**config.mk**
```make
export PLATFORM = sky130hd
export DESIGN_NAME = result_byte_tx_flat
export DESIGN_NICKNAME = d
export VERILOG_FILES = /design/src/rtl/fpu_io_pkg.sv /design/src/rtl/result_byte_tx_if.sv /design/src/rtl/result_byte_tx_sync_2ff.sv /design/src/rtl/result_byte_tx.sv /design/src/flat_wrapper.sv
export SDC_FILE = /design/constraint.sdc
export NUM_CORES = 1
export LEC_CHECK = 0
export ABC_AREA = 1
export ABC_CLOCK_PERIOD_IN_PS = 2200
export BUFFER_PORTS_ARGS = -buffer_cell sky130_fd_sc_hd__buf_2
export CORE_ASPECT_RATIO = 1.1
export CORE_UTILIZATION = 25
export CTS_CLUSTER_SIZE = 10
export DETAILED_ROUTE_END_ITERATION = 7
export SYNTH_ARGS = -nofsm -noshare
export SYNTH_HDL_FRONTEND = slang
export SYNTH_SLANG_ARGS = --single-unit
```
**constraint.sdc**
```tcl
create_clock -name clk -period 2.2 [get_ports clk]
set_clock_uncertainty 0.2 [all_clocks]
set_input_delay 0.33 -clock clk [delete_from_list [all_inputs] [get_ports clk]]
set_output_delay 0.33 -clock clk [all_outputs]
set_load 0.005 [all_outputs]
```
**src/rtl/fpu_io_pkg.sv**
```systemverilog
// Constants and TX state encoding shared by the byte-wide pin interface blocks
// (result transmitter and input collector).
package fpu_io_pkg;

    localparam int WORD_W_DEF = 64;
    localparam int BYTE_W_DEF = 8;

    typedef enum logic [1:0] {
        ST_IDLE = 2'd0,
        ST_REQ  = 2'd1,
        ST_REL  = 2'd2,
        ST_CSUM = 2'd3
    } tx_state_t;

endpackage

```
**src/rtl/result_byte_tx_if.sv**
```systemverilog
// Word-side valid/ready and host-side req/ack signals of result_byte_tx.
// Word side: a word transfers on a clock edge where word_valid && word_ready;
// the producer holds word_in/word_valid stable until that edge.
interface result_byte_tx_if
    import fpu_io_pkg::*;
#(
    parameter int WORD_W = WORD_W_DEF,
    parameter int BYTE_W = BYTE_W_DEF
);

    logic [WORD_W-1:0] word_in;
    logic              word_valid;
    logic              word_ready;
    logic [BYTE_W-1:0] byte_out;
    logic              byte_valid;
    logic              byte_ack;
    logic              last_byte;
    logic              busy;
    logic              frame_done;
    tx_state_t         state_dbg;

    modport slave (
        input  word_in,
        input  word_valid,
        input  byte_ack,
        output word_ready,
        output byte_out,
        output byte_valid,
        output last_byte,
        output busy,
        output frame_done,
        output state_dbg
    );

    modport master (
        output word_in,
        output word_valid,
        output byte_ack,
        input  word_ready,
        input  byte_out,
        input  byte_valid,
        input  last_byte,
        input  busy,
        input  frame_done,
        input  state_dbg
    );

endinterface

```
**src/rtl/result_byte_tx_sync_2ff.sv**
```systemverilog
// Two-flop synchronizer for a single asynchronous level, reset to 0.
module sync_2ff (
    input  logic clk,
    input  logic rst,
    input  logic d,
    output logic q
);

    logic meta;

    always_ff @(posedge clk) begin
        if (rst) begin
            meta <= 1'b0;
            q    <= 1'b0;
        end else begin
            meta <= d;
            q    <= meta;
        end
    end

endmodule

```
**src/rtl/result_byte_tx.sv**
```systemverilog
// Serialises one result word to the host LSB byte first, 4-phase req/ack per byte.
// Build option TX_CHECKSUM_EN appends an XOR checksum byte to every frame.
module result_byte_tx
    import fpu_io_pkg::*;
#(
    parameter int WORD_W = WORD_W_DEF,
    parameter int BYTE_W = BYTE_W_DEF
) (
    input  logic            clk,
    input  logic            rst,
    result_byte_tx_if.slave bus
);

    localparam int NBYTES = WORD_W / BYTE_W;
    localparam int IDX_W  = $clog2(NBYTES + 1);
    localparam logic [IDX_W-1:0] LAST_IDX = IDX_W'(NBYTES - 1);
`ifdef TX_CHECKSUM_EN
    localparam logic [IDX_W-1:0] CSUM_IDX = IDX_W'(NBYTES);
`endif

    tx_state_t         state, state_nxt;
    logic [IDX_W-1:0]  idx, idx_nxt;
    logic [WORD_W-1:0] shreg, shreg_nxt;
    logic [BYTE_W-1:0] byte_q, byte_nxt;
    logic              done_q, done_nxt;
    logic              byte_valid_c;
    logic              last_c;
    logic              ack_s;
`ifdef TX_CHECKSUM_EN
    logic [BYTE_W-1:0] csum_q, csum_nxt;
`endif

    sync_2ff u_ack_sync (
        .clk (clk),
        .rst (rst),
        .d   (bus.byte_ack),
        .q   (ack_s)
    );

    always_ff @(posedge clk) begin
        if (rst) begin
            state  <= ST_IDLE;
            idx    <= '0;
            shreg  <= '0;
            byte_q <= '0;
            done_q <= 1'b0;
        end else begin
            state  <= state_nxt;
            idx    <= idx_nxt;
            shreg  <= shreg_nxt;
            byte_q <= byte_nxt;
            done_q <= done_nxt;
        end
    end

`ifdef TX_CHECKSUM_EN
    always_ff @(posedge clk) begin
        if (rst) begin
            csum_q <= '0;
        end else begin
            csum_q <= csum_nxt;
        end
    end
`endif

    // byte_q changes only on accept and on REL->REQ/CSUM, so it is stable for the whole request.
    always_comb begin
        state_nxt    = state;
        idx_nxt      = idx;
        shreg_nxt    = shreg;
        byte_nxt     = byte_q;
        done_nxt     = 1'b0;
        byte_valid_c = 1'b0;
        last_c       = 1'b0;
`ifdef TX_CHECKSUM_EN
        csum_nxt     = csum_q;
`endif
        case (state)
            ST_IDLE: begin
                if (bus.word_valid) begin
                    shreg_nxt = bus.word_in;
                    byte_nxt  = bus.word_in[BYTE_W-1:0];
                    idx_nxt   = '0;
                    state_nxt = ST_REQ;
`ifdef TX_CHECKSUM_EN
                    csum_nxt  = '0;
`endif
                end
            end
            ST_REQ: begin
                byte_valid_c = 1'b1;
`ifndef TX_CHECKSUM_EN
                last_c       = (idx == LAST_IDX);
`endif
                if (ack_s) begin
                    state_nxt = ST_REL;
`ifdef TX_CHECKSUM_EN
                    csum_nxt  = csum_q ^ byte_q;
`endif
                end
            end
            ST_REL: begin
                if (!ack_s) begin
                    if (idx < LAST_IDX) begin
                        shreg_nxt = shreg >> BYTE_W;
                        byte_nxt  = shreg_nxt[BYTE_W-1:0];
                        idx_nxt   = idx + 1'b1;
                        state_nxt = ST_REQ;
                    end
`ifdef TX_CHECKSUM_EN
                    else if (idx == LAST_IDX) begin
                        byte_nxt  = csum_q;
                        idx_nxt   = CSUM_IDX;
                        state_nxt = ST_CSUM;
                    end
`endif
                    else begin
                        done_nxt  = 1'b1;
                        state_nxt = ST_IDLE;
                    end
                end
            end
`ifdef TX_CHECKSUM_EN
            ST_CSUM: begin
                // Request phase of the checksum byte; its release reuses REL with idx == NBYTES.
                byte_valid_c = 1'b1;
                last_c       = 1'b1;
                if (ack_s) begin
                    state_nxt = ST_REL;
                end
            end
`endif
            default: begin
                state_nxt = ST_IDLE;
            end
        endcase
    end

    assign bus.word_ready = (state == ST_IDLE);
    assign bus.busy       = (state != ST_IDLE);
    assign bus.byte_out   = byte_q;
    assign bus.byte_valid = byte_valid_c;
    assign bus.last_byte  = last_c;
    assign bus.frame_done = done_q;
    assign bus.state_dbg  = state;

endmodule
```
**src/flat_wrapper.sv**
```systemverilog
// flat-port wrapper written by rule: the top's interface ports become plain ports
module result_byte_tx_flat import fpu_io_pkg::*;
#(
    parameter int WORD_W = WORD_W_DEF,
    parameter int BYTE_W = BYTE_W_DEF
)
  (clk, rst, bus_word_in, bus_word_valid, bus_byte_ack, bus_word_ready, bus_byte_out, bus_byte_valid, bus_last_byte, bus_busy, bus_frame_done, bus_state_dbg);
  result_byte_tx_if #(.WORD_W(WORD_W), .BYTE_W(BYTE_W)) bus_i ();
  input  logic clk;
  input  logic rst;
  input wire logic [$bits(bus_i.word_in)-1:0] bus_word_in;
  input wire logic [$bits(bus_i.word_valid)-1:0] bus_word_valid;
  input wire logic [$bits(bus_i.byte_ack)-1:0] bus_byte_ack;
  output wire logic [$bits(bus_i.word_ready)-1:0] bus_word_ready;
  output wire logic [$bits(bus_i.byte_out)-1:0] bus_byte_out;
  output wire logic [$bits(bus_i.byte_valid)-1:0] bus_byte_valid;
  output wire logic [$bits(bus_i.last_byte)-1:0] bus_last_byte;
  output wire logic [$bits(bus_i.busy)-1:0] bus_busy;
  output wire logic [$bits(bus_i.frame_done)-1:0] bus_frame_done;
  output wire logic [$bits(bus_i.state_dbg)-1:0] bus_state_dbg;
  assign bus_i.word_in = bus_word_in;
  assign bus_i.word_valid = bus_word_valid;
  assign bus_i.byte_ack = bus_byte_ack;
  assign bus_word_ready = bus_i.word_ready;
  assign bus_byte_out = bus_i.byte_out;
  assign bus_byte_valid = bus_i.byte_valid;
  assign bus_last_byte = bus_i.last_byte;
  assign bus_busy = bus_i.busy;
  assign bus_frame_done = bus_i.frame_done;
  assign bus_state_dbg = bus_i.state_dbg;
  result_byte_tx #(.WORD_W(WORD_W), .BYTE_W(BYTE_W)) u_core (.clk(clk), .rst(rst), .bus(bus_i));
endmodule
```
# ---- Yosys cells after proc, flatten, opt, wreduce, memory -nomap -nowiden
# Cells that the tools add are included.
# Widths: inputs -> output; s select.
dict set report op_classes {
  mux 20
  n_eq_ne 7
  add_sub_neg 1
  bitwise 1
  reduce_logical 6
  n_lt_le_gt_ge 1
}
# cell count
set ops {}
lappend ops {{$mux 64} 3}
lappend ops {{$pmux 64 s2} 1}
lappend ops {{$mux 8} 3}
lappend ops {{$pmux 8 s2} 1}
lappend ops {{$mux 4} 3}
lappend ops {{$pmux 4 s2} 1}
lappend ops {{$mux 2} 3}
lappend ops {{$ne 2x2->1 const B} 3}
lappend ops {{$pmux 2 s3} 1}
lappend ops {{$add 4x1->4 const B} 1}
lappend ops {{$eq 4x3->1 const B} 1}
lappend ops {{$lt 4x3->1 const B} 1}
lappend ops {{$mux 1} 4}
lappend ops {{$reduce_and 4->1} 1}
lappend ops {{$reduce_bool 2->1} 2}
lappend ops {{$reduce_and 3->1} 1}
lappend ops {{$reduce_or 3->1} 1}
lappend ops {{$eq 2x1->1 const B} 1}
lappend ops {{$eq 2x2->1 const B} 1}
lappend ops {{$logic_not 2->1} 1}
lappend ops {{$ne 2x1->1 const B} 1}
lappend ops {{$not 1->1} 1}
dict set report totals {
  regBits 81
  in_bits 68
  elab_cells 43
}

# ---- Longest topological paths before layout
# Gate-level depths: netlist of the first run.
dict set report logic_depth {
  ltp_word 4
  ltp_mapped 9
}

# ---- Hierarchy
# From an unflattened synthesis of the first run, not the netlist that was laid out.
dict set report hier_totals {
  cells_unflattened 610
  area_unflattened_um2 3668.5
}
# module area_each_um2 seq_area_each_um2 cells_each n_inst
set modules_own_cells {}
lappend modules_own_cells {result_byte_tx 3613.5 1421.4 604 1}
lappend modules_own_cells {sync_2ff 55.1 40.0 6 1}

# ---- Worst setup path after synthesis of the first run
# No wires, ideal clock.
dict set report synth_path {
  kind {register -> register}
  startpoint {register u_core.idx[0]}
  endpoint {register u_core.shreg[10]}
  path_buffers 2
  setup_slack_ps 655
  required_time_ps 1887
  path_stages_with_launch 10
  arrival_ps 1232
  path_cell_list {dfxtp_1 ha_1 nand2_1 nand2_1 nand2_1 nand2_2 buf_6 buf_6 nor2_1 nor2_1}
}
dict set report synth_between {
  elab_chain_len 3
}
# item line_no
set synth_rtl {}
lappend synth_rtl {{from (decl)} result_byte_tx.sv:22} ;# logic [IDX_W-1:0] idx, idx_nxt;
lappend synth_rtl {{from (signal assigned)} result_byte_tx.sv:49} ;# idx <= idx_nxt;
lappend synth_rtl {{$lt 4x3->1} result_byte_tx.sv:104} ;# if (idx < LAST_IDX) begin
lappend synth_rtl {{$ne 2x1->1 (no source line)} n/a}
lappend synth_rtl {{$reduce_and 4->1 (no source line)} n/a}
lappend synth_rtl {{to (signal assigned)} result_byte_tx.sv:50} ;# shreg <= shreg_nxt;
lappend synth_rtl {{to (decl)} result_byte_tx.sv:23} ;# logic [WORD_W-1:0] shreg, shreg_nxt;
# Every way passes these cells.
# A chain may end at the register's enable or synchronous reset.

# ---- Final worst setup path of the first run
dict set report layout_path {
  startpoint {register u_core.idx[0]}
  endpoint {output bus_last_byte}
}
dict set report layout_between {
  elab_chain_len 2
}
# item line_no
set layout_rtl {}
lappend layout_rtl {{$eq 4x3->1} result_byte_tx.sv:93} ;# last_c = (idx == LAST_IDX);
lappend layout_rtl {{$mux 1} result_byte_tx.sv:78} ;# case (state)
lappend layout_rtl {{to (decl)} flat_wrapper.sv:17} ;# output wire logic [$bits(bus_i.last_byte)-1:0] bus_last_byte;
# Every way passes these cells.

==> flow_summary.json, run 1 <==
{
  "status": "completed",
  "dieArea_um2": 15200,
  "crit_slowest_cell": "dfxtp_1",
  "start_kind": "register",
  "ios": 83,
  "die_y_um": 129,
  "met3_length_um": 356,
  "via_count": 3453,
  "critical_path_class": "reg2out",
  "arrival_ps": 1380,
  "ys_top_cells_by_count": "217 x nand2_1, 139 x nor2_1, 73 x dfxtp_1",
  "drtPass1Iterations": 4,
  "ys_seq_area_share_pct": 39.6,
  "fin_crit_ps": 1910,
  "stdcell_count": 870,
  "hold_class": "in2reg",
  "drc": 0,
  "r2r_setup_slack_ps": 300,
  "tightest_slew_ps": 383,
  "path_cells": "ha_1 > nand2_1 > nor3_1 > buf_2",
  "fill_cells": 1677,
  "whs_endpoint": "u_core.bus.state_dbg[0]",
  "async_reset_ff_share_pct": 0,
  "setup_viol": 0,
  "detail_route.wl_per_cell_um": 10.4,
  "yosys.area.top_type": "dfxtp_1",
  "area_growth_syn_to_layout_pct": 23.2,
  "grt_usage_pct": 12.5,
  "syn-num-nets": 678,
  "yosys-top-cells-area": "dfxtp_1 40%, nand2_1 22%, nor2_1 14%",
  "hpwl_mm": 6.38,
  "final_hold_viol_count": 0,
  "syn_inst": 609,
  "htreeDepth": 3,
  "ys_warn_count": 0,
  "synth-edff-count": 0,
  "grt_antenna_before_repair": 0,
  "diodes": 0,
  "post-cts-setup-buffers": 0,
  "grt_max_degree": 39,
  "drv_cap": 0,
  "slew_violations": 0,
  "start_util_pct": 25.6,
  "design_area_um2": 4540,
  "vias_per_cell": 3.97,
  "netlist.area_leader.share_pct": 39.6,
  "met2_length_mm": 4.16,
  "coreArea_um2": 14400,
  "reg2reg_depth": 8,
  "tritoncts": "yes",
  "ir_drop_mv": 0.313,
  "whs_path_depth": 2,
  "dpl.cell_count": 854,
  "rows": 46,
  "rsz0062_at_grt": "false",
  "port_buffers": 82,
  "cts_buffer_depth": 2,
  "m1WireLength_mm": 4.43,
  "worstPathRequired_ps": 1670,
  "setup_tns_ps": 0,
  "antenna_left": 0,
  "yosysMostFrequentCell": "nand2_1",
  "first_iter_violations": 178,
  "postPlaceCellArea_um2": 4260,
  "cp.depth": 4,
  "cts_root_buf": "clkbuf_16",
  "critical-path-top-delay-family": "flip-flops",
  "synth_seq_cells": 73,
  "syn_area_um2": 3690,
  "crit_buf_inv": 1,
  "cts_resized": 0,
  "worst_setup_path_end_kind": "output port",
  "reg2reg_from": "u_core.idx[0]",
  "highest_layer": "met4",
  "final_nets": 743,
  "gp_congestion": 0.739,
  "cpPeakStageDelay_ps": 380,
  "grt_pass1_vias": 3254,
  "powerDensity_nw_per_um2": 759,
  "wirelength_mm": 9.08,
  "p_leak_nw": 2.49,
  "rr_endpoint": "u_core.shreg[56]",
  "drive_above_1_share_pct": 17.0,
  "cp_max_fo": 4,
  "cts_made_buffers": 9,
  "clk_pin_slew_worst_paths_ps": 60,
  "fmax_ghz": 0.523,
  "worstHoldStart": "rst",
  "synth_cell_types": 21,
  "whs_ps": 24.1,
  "grt-ovfl-total": 0,
  "avgSynthCellArea_um2": 6.06,
  "grt_pass1_wl_mm": 15.0,
  "relSlewSlack_pct": 74.4,
  "worstSkewPairLatency_ps": 330,
  "ys.flop_type": "dfxtp_1",
  "fin_crit_sh_pct": 86.9,
  "cts.sinks": 73,
  "die_width_um": 118
}
-- logic make-up after synthesis --
logic type      share of synthesized area, %
buf+inv                                 14.3
fa+ha+maj                              0.339
compound gates                          7.09
flops                                   39.6
simple gates                            38.6
-- worst reg2reg max path: cells and delay by family (launching register included) --
kind / cells / cell delay (ps)
and+or+nand+nor: 6 / 780
adders and majority gates: 1 / 200
DFF: 1 / 380
buffers and inverters: 1 / 230
-- metal layers --
layer	vias up	global-route usage, %
met2	66	21.1
met4	0	5.05
met1	1448	15.1
met3	11	3.21
li1	1928	-
met5	-	0
-- area by class of cell --
cell class	count	area (um2)	area share [%]
well taps	192	240	5.29
clock inverters	4	45.0	0.991
flip-flops and latches	73	1460	32.2
repair buffers	96	593	13.1
clock buffers	11	233	5.12
inverters	69	260	5.73
multi-input cells	425	1710	37.7
-- worst max-delay path by stage --
stage,from,endpoint,slack (ps)
after floorplan,u_core.idx[0],u_core.shreg[10],660
after global placement,u_core.idx[0],u_core.shreg[8],380
after detailed placement,u_core.idx[0],u_core.shreg[56],280
after CTS,u_core.idx[0],bus_last_byte,230
after global routing,u_core.idx[0],u_core.shreg[59],40
final,u_core.idx[0],bus_last_byte,290
-- flip-flops by register name, indices dropped and copies added, names as in the netlist --
name	flops
u_core.shreg	64
u_core.idx	4
u_core.bus.state_dbg	2
u_core.bus.frame_done	1
u_core.u_ack_sync.meta	1
u_core.u_ack_sync.q	1
-- power breakdown --
part	switching [mW]	internal [mW]
Sequential	0.0403	1.44
Clock	0.545	0.866
Combinational	0.327	0.228
-- metrics by stage --
step,total power [mW],setup WS [ps],util (%)
5_1_grt,3.66,38.0,31.6
3_3_place_gp,2.07,376,29.6
6_report,3.45,288,31.6
3_5_place_dp,2.07,284,29.6
4_1_cts,3.51,234,31.6
2_1_floorplan,1.90,655,-
-- layout by cell type (no fill, tap or decap), drive strengths merged --
| cell | instances |
|---|---|
| ha | 1 |
| clkinv | 4 |
| dlygate4sd3 | 1 |
| clkbuf | 11 |
| nor3 | 1 |
| o21ai | 48 |
| nand2 | 219 |
| nor2 | 140 |
| buf | 95 |
| dfxtp | 73 |
| a211oi | 1 |
| inv | 68 |
| nand3 | 13 |
| a21oi | 2 |
| bufinv | 1 |
-- repair_timing --
item                                   4_1_cts  5_1_grt
setup endpoints to repair                    0        0
endpoints found under the hold margin        1        0
hold buffers                                 1        0
No activity file was read; power rests on OpenSTA's default activity.
==> inputs of run 2 (changes only) <==
--- a/config.mk
+++ b/config.mk
@@ -5,7 +5,6 @@
 export SDC_FILE = /design/constraint.sdc
 export NUM_CORES = 1
 export LEC_CHECK = 0
-export ABC_AREA = 1
 export ABC_CLOCK_PERIOD_IN_PS = 2200
 export BUFFER_PORTS_ARGS = -buffer_cell sky130_fd_sc_hd__buf_2
 export CORE_ASPECT_RATIO = 1.1
==> run 2 against run 1 <==
  * Global-route usage increased by 1.1 points
  * Via count decreased by 14%
  * Count of clock-buffer cells in the layout increased by 2
  * Largest power group unchanged
==> flow_summary.json, run 2 <==
{
  "post-cts-setup-buffers": 0,
  "vias_per_cell": 4.97,
  "hold_class": "in2reg",
  "rows": 45,
  "cts_resized": 0,
  "tritoncts": "yes",
  "ys_top_cells_by_count": "112 x a211oi_1, 73 x dfxtp_1, 56 x mux2i_1",
  "final_hold_viol_count": 0,
  "relSlewSlack_pct": 66.3,
  "start_util_pct": 25.6,
  "final_cell_mix": "112 x a211oi_1, 82 x buf_2, 73 x dfxtp_1, 56 x mux2i_1, 11 x a21oi_1",
  "setup_tns_ps": 0,
  "yosysMostFrequentCell": "a211oi_1",
  "grt_pass1_wl_mm": 15.2,
  "drtPass1Iterations": 4,
  "die_width_um": 115,
  "crit_slowest_cell": "or3b_1",
  "fin_ws_ps": 201,
  "avgSynthCellArea_um2": 10.0,
  "fill_cells": 1455,
  "via_count": 2960,
  "place_worst_setup_slack_ps": 211,
  "clkPwrFrac_pct": 41.4,
  "rsz0062_at_grt": "false",
  "gp_congestion": 0.766,
  "cts_root_buf": "clkbuf_16",
  "cts_made_buffers": 9,
  "ys_warn_count": 0,
  "cts_buffer_depth": 2,
  "hpwl_mm": 6.36,
  "cellInternalPower_mw": 2.46,
  "grt_usage_pct": 13.6,
  "design_area_um2": 4330,
  "fin_crit_sh_pct": 90.9,
  "fin_crit_ps": 2000,
  "syn-num-nets": 420,
  "p_leak_nw": 1.97,
  "largest-register": "u_core.shreg",
  "drive_above_1_share_pct": 28.2,
  "syn_area_um2": 3520,
  "whs_ps": 54.0,
  "die_y_um": 127,
  "p_sw_mw": 0.826,
  "slew_violations": 0,
  "worstSkewPairLatency_ps": 330,
  "coreArea_um2": 13800,
  "synth_cell_types": 31,
  "grt_pass1_vias": 2897,
  "fmax_ghz": 0.500,
  "grt-ovfl-total": 0,
  "worstPathRequired_ps": 2200,
  "cpPeakStageDelay_ps": 580,
  "detail_route.wl_per_cell_um": 16.0,
  "largest_reg_flops": 64,
  "synth-edff-count": 0,
  "clk_pin_slew_worst_paths_ps": 60,
  "combPwrFrac_pct": 13.2,
  "async_reset_ff_share_pct": 0,
  "wirelength_mm": 9.54,
  "final_nets": 472,
  "swShare_pct": 25.1,
  "cp_max_fo": 19,
  "postLayoutCoreUtil_pct": 31.4,
  "synth_seq_cells": 73,
  "arrival_ps": 2000,
  "status": "completed",
  "cts_hold_buf": 0,
  "yosys.area.top_type": "dfxtp_1",
  "cts.sinks": 73,
  "diodes": 0,
  "setup_viol": 0,
  "powerDensity_nw_per_um2": 760,
  "syn_inst": 351,
  "postPlaceCellArea_um2": 4050,
  "dieArea_um2": 14600,
  "ios": 83,
  "ys_seq_area_share_pct": 41.5,
  "stdcell_count": 596,
  "dpl.cell_count": 580,
  "area_growth_syn_to_layout_pct": 22.8,
  "start_kind": "register",
  "ir_drop_mv": 0.427,
  "netlist.area_leader.share_pct": 41.5,
  "p_total_mw": 3.29,
  "tightest_slew_ps": 506,
  "antenna_left": 0,
  "grt_antenna_before_repair": 0,
  "first_iter_violations": 175,
  "drv_cap": 0,
  "critical_path_class": "reg2reg",
  "ys.flop_type": "dfxtp_1",
  "grt_max_degree": 59,
  "port_buffers": 82,
  "htreeDepth": 3,
  "yosys-top-cells-area": "dfxtp_1 41%, a211oi_1 24%, mux2i_1 16%",
  "worst_setup_path_end_kind": "register",
  "drc": 0,
  "final_common_cell": "a211oi_1",
  "path_cells": "or3b_1 > o21ai_4 > buf_4 > a211oi_1",
  "p_seq_share_pct": 45.5
}
==> run 2: changes by cell type after synthesis, sizes merged, moves of 46 or more <==
cell	delta
o21ai	-46
inv	-65
nor2	-139
nand2	-217
a211oi	+111
mux2i	+56
==> run 2: final timing paths <==
path                                              start                      to  slack (ps)  cells after the start
worst max-delay path            u_core.bus.state_dbg[1]        u_core.shreg[13]         200                      4
worst min-delay path                       bus_byte_ack  u_core.u_ack_sync.meta          50                      2
worst max register to register  u_core.bus.state_dbg[1]        u_core.shreg[13]         200                      4
worst min register to register   u_core.u_ack_sync.meta     u_core.u_ack_sync.q         270                      1
==> run 2: logic make-up (layout without fill, tap and decap cells) <==
group | count (synthesis) | in the layout | synth area share (%)
adders and majority gates | 1 | 1 | 0.355
and+or+nand+nor | 29 | 29 | 5.04
AOI/OAI and AO/OA | 138 | 138 | 28.5
muxes | 56 | 56 | 15.9
buffers and inverters | 54 | 111 | 8.70
DFF | 73 | 73 | 41.5
==> run 2: cell type report <==
cell class	count	area (um2)	area share, %
flip-flops and latches	73	1460	33.8
multi-input cells	224	1790	41.4
inverters	2	7.51	0.173
repair buffers	93	556	12.8
well taps	188	235	5.43
clock buffers	13	260	6.01
clock inverters	3	15.0	0.347
==> run 2: power groups by stage <==
stage | combinational, mW | sequential, mW | clock, mW
floorplan | 0.302 | 1.50 | 0
global placement | 0.429 | 1.52 | 0
detailed placement | 0.438 | 1.52 | 0
CTS | 0.439 | 1.50 | 1.39
global route | 0.482 | 1.51 | 1.45
finish | 0.432 | 1.49 | 1.36
==> run 2: per-layer routing <==
layer	GRT usage [%]	share of wire, %	vias up
met5	0	0	-
met4	3.67	1.0	0
met3	3.77	4.0	8
met2	22.0	48	72
met1	17.5	47	1404
li1	-	-	1476
==> run 2: critical path, delay by kind of cell, from the launching register on <==
kind / cells / cell delay, ps
compound gates: 2 / 340
simple gates: 1 / 580
buf+inv: 1 / 260
flops: 1 / 480
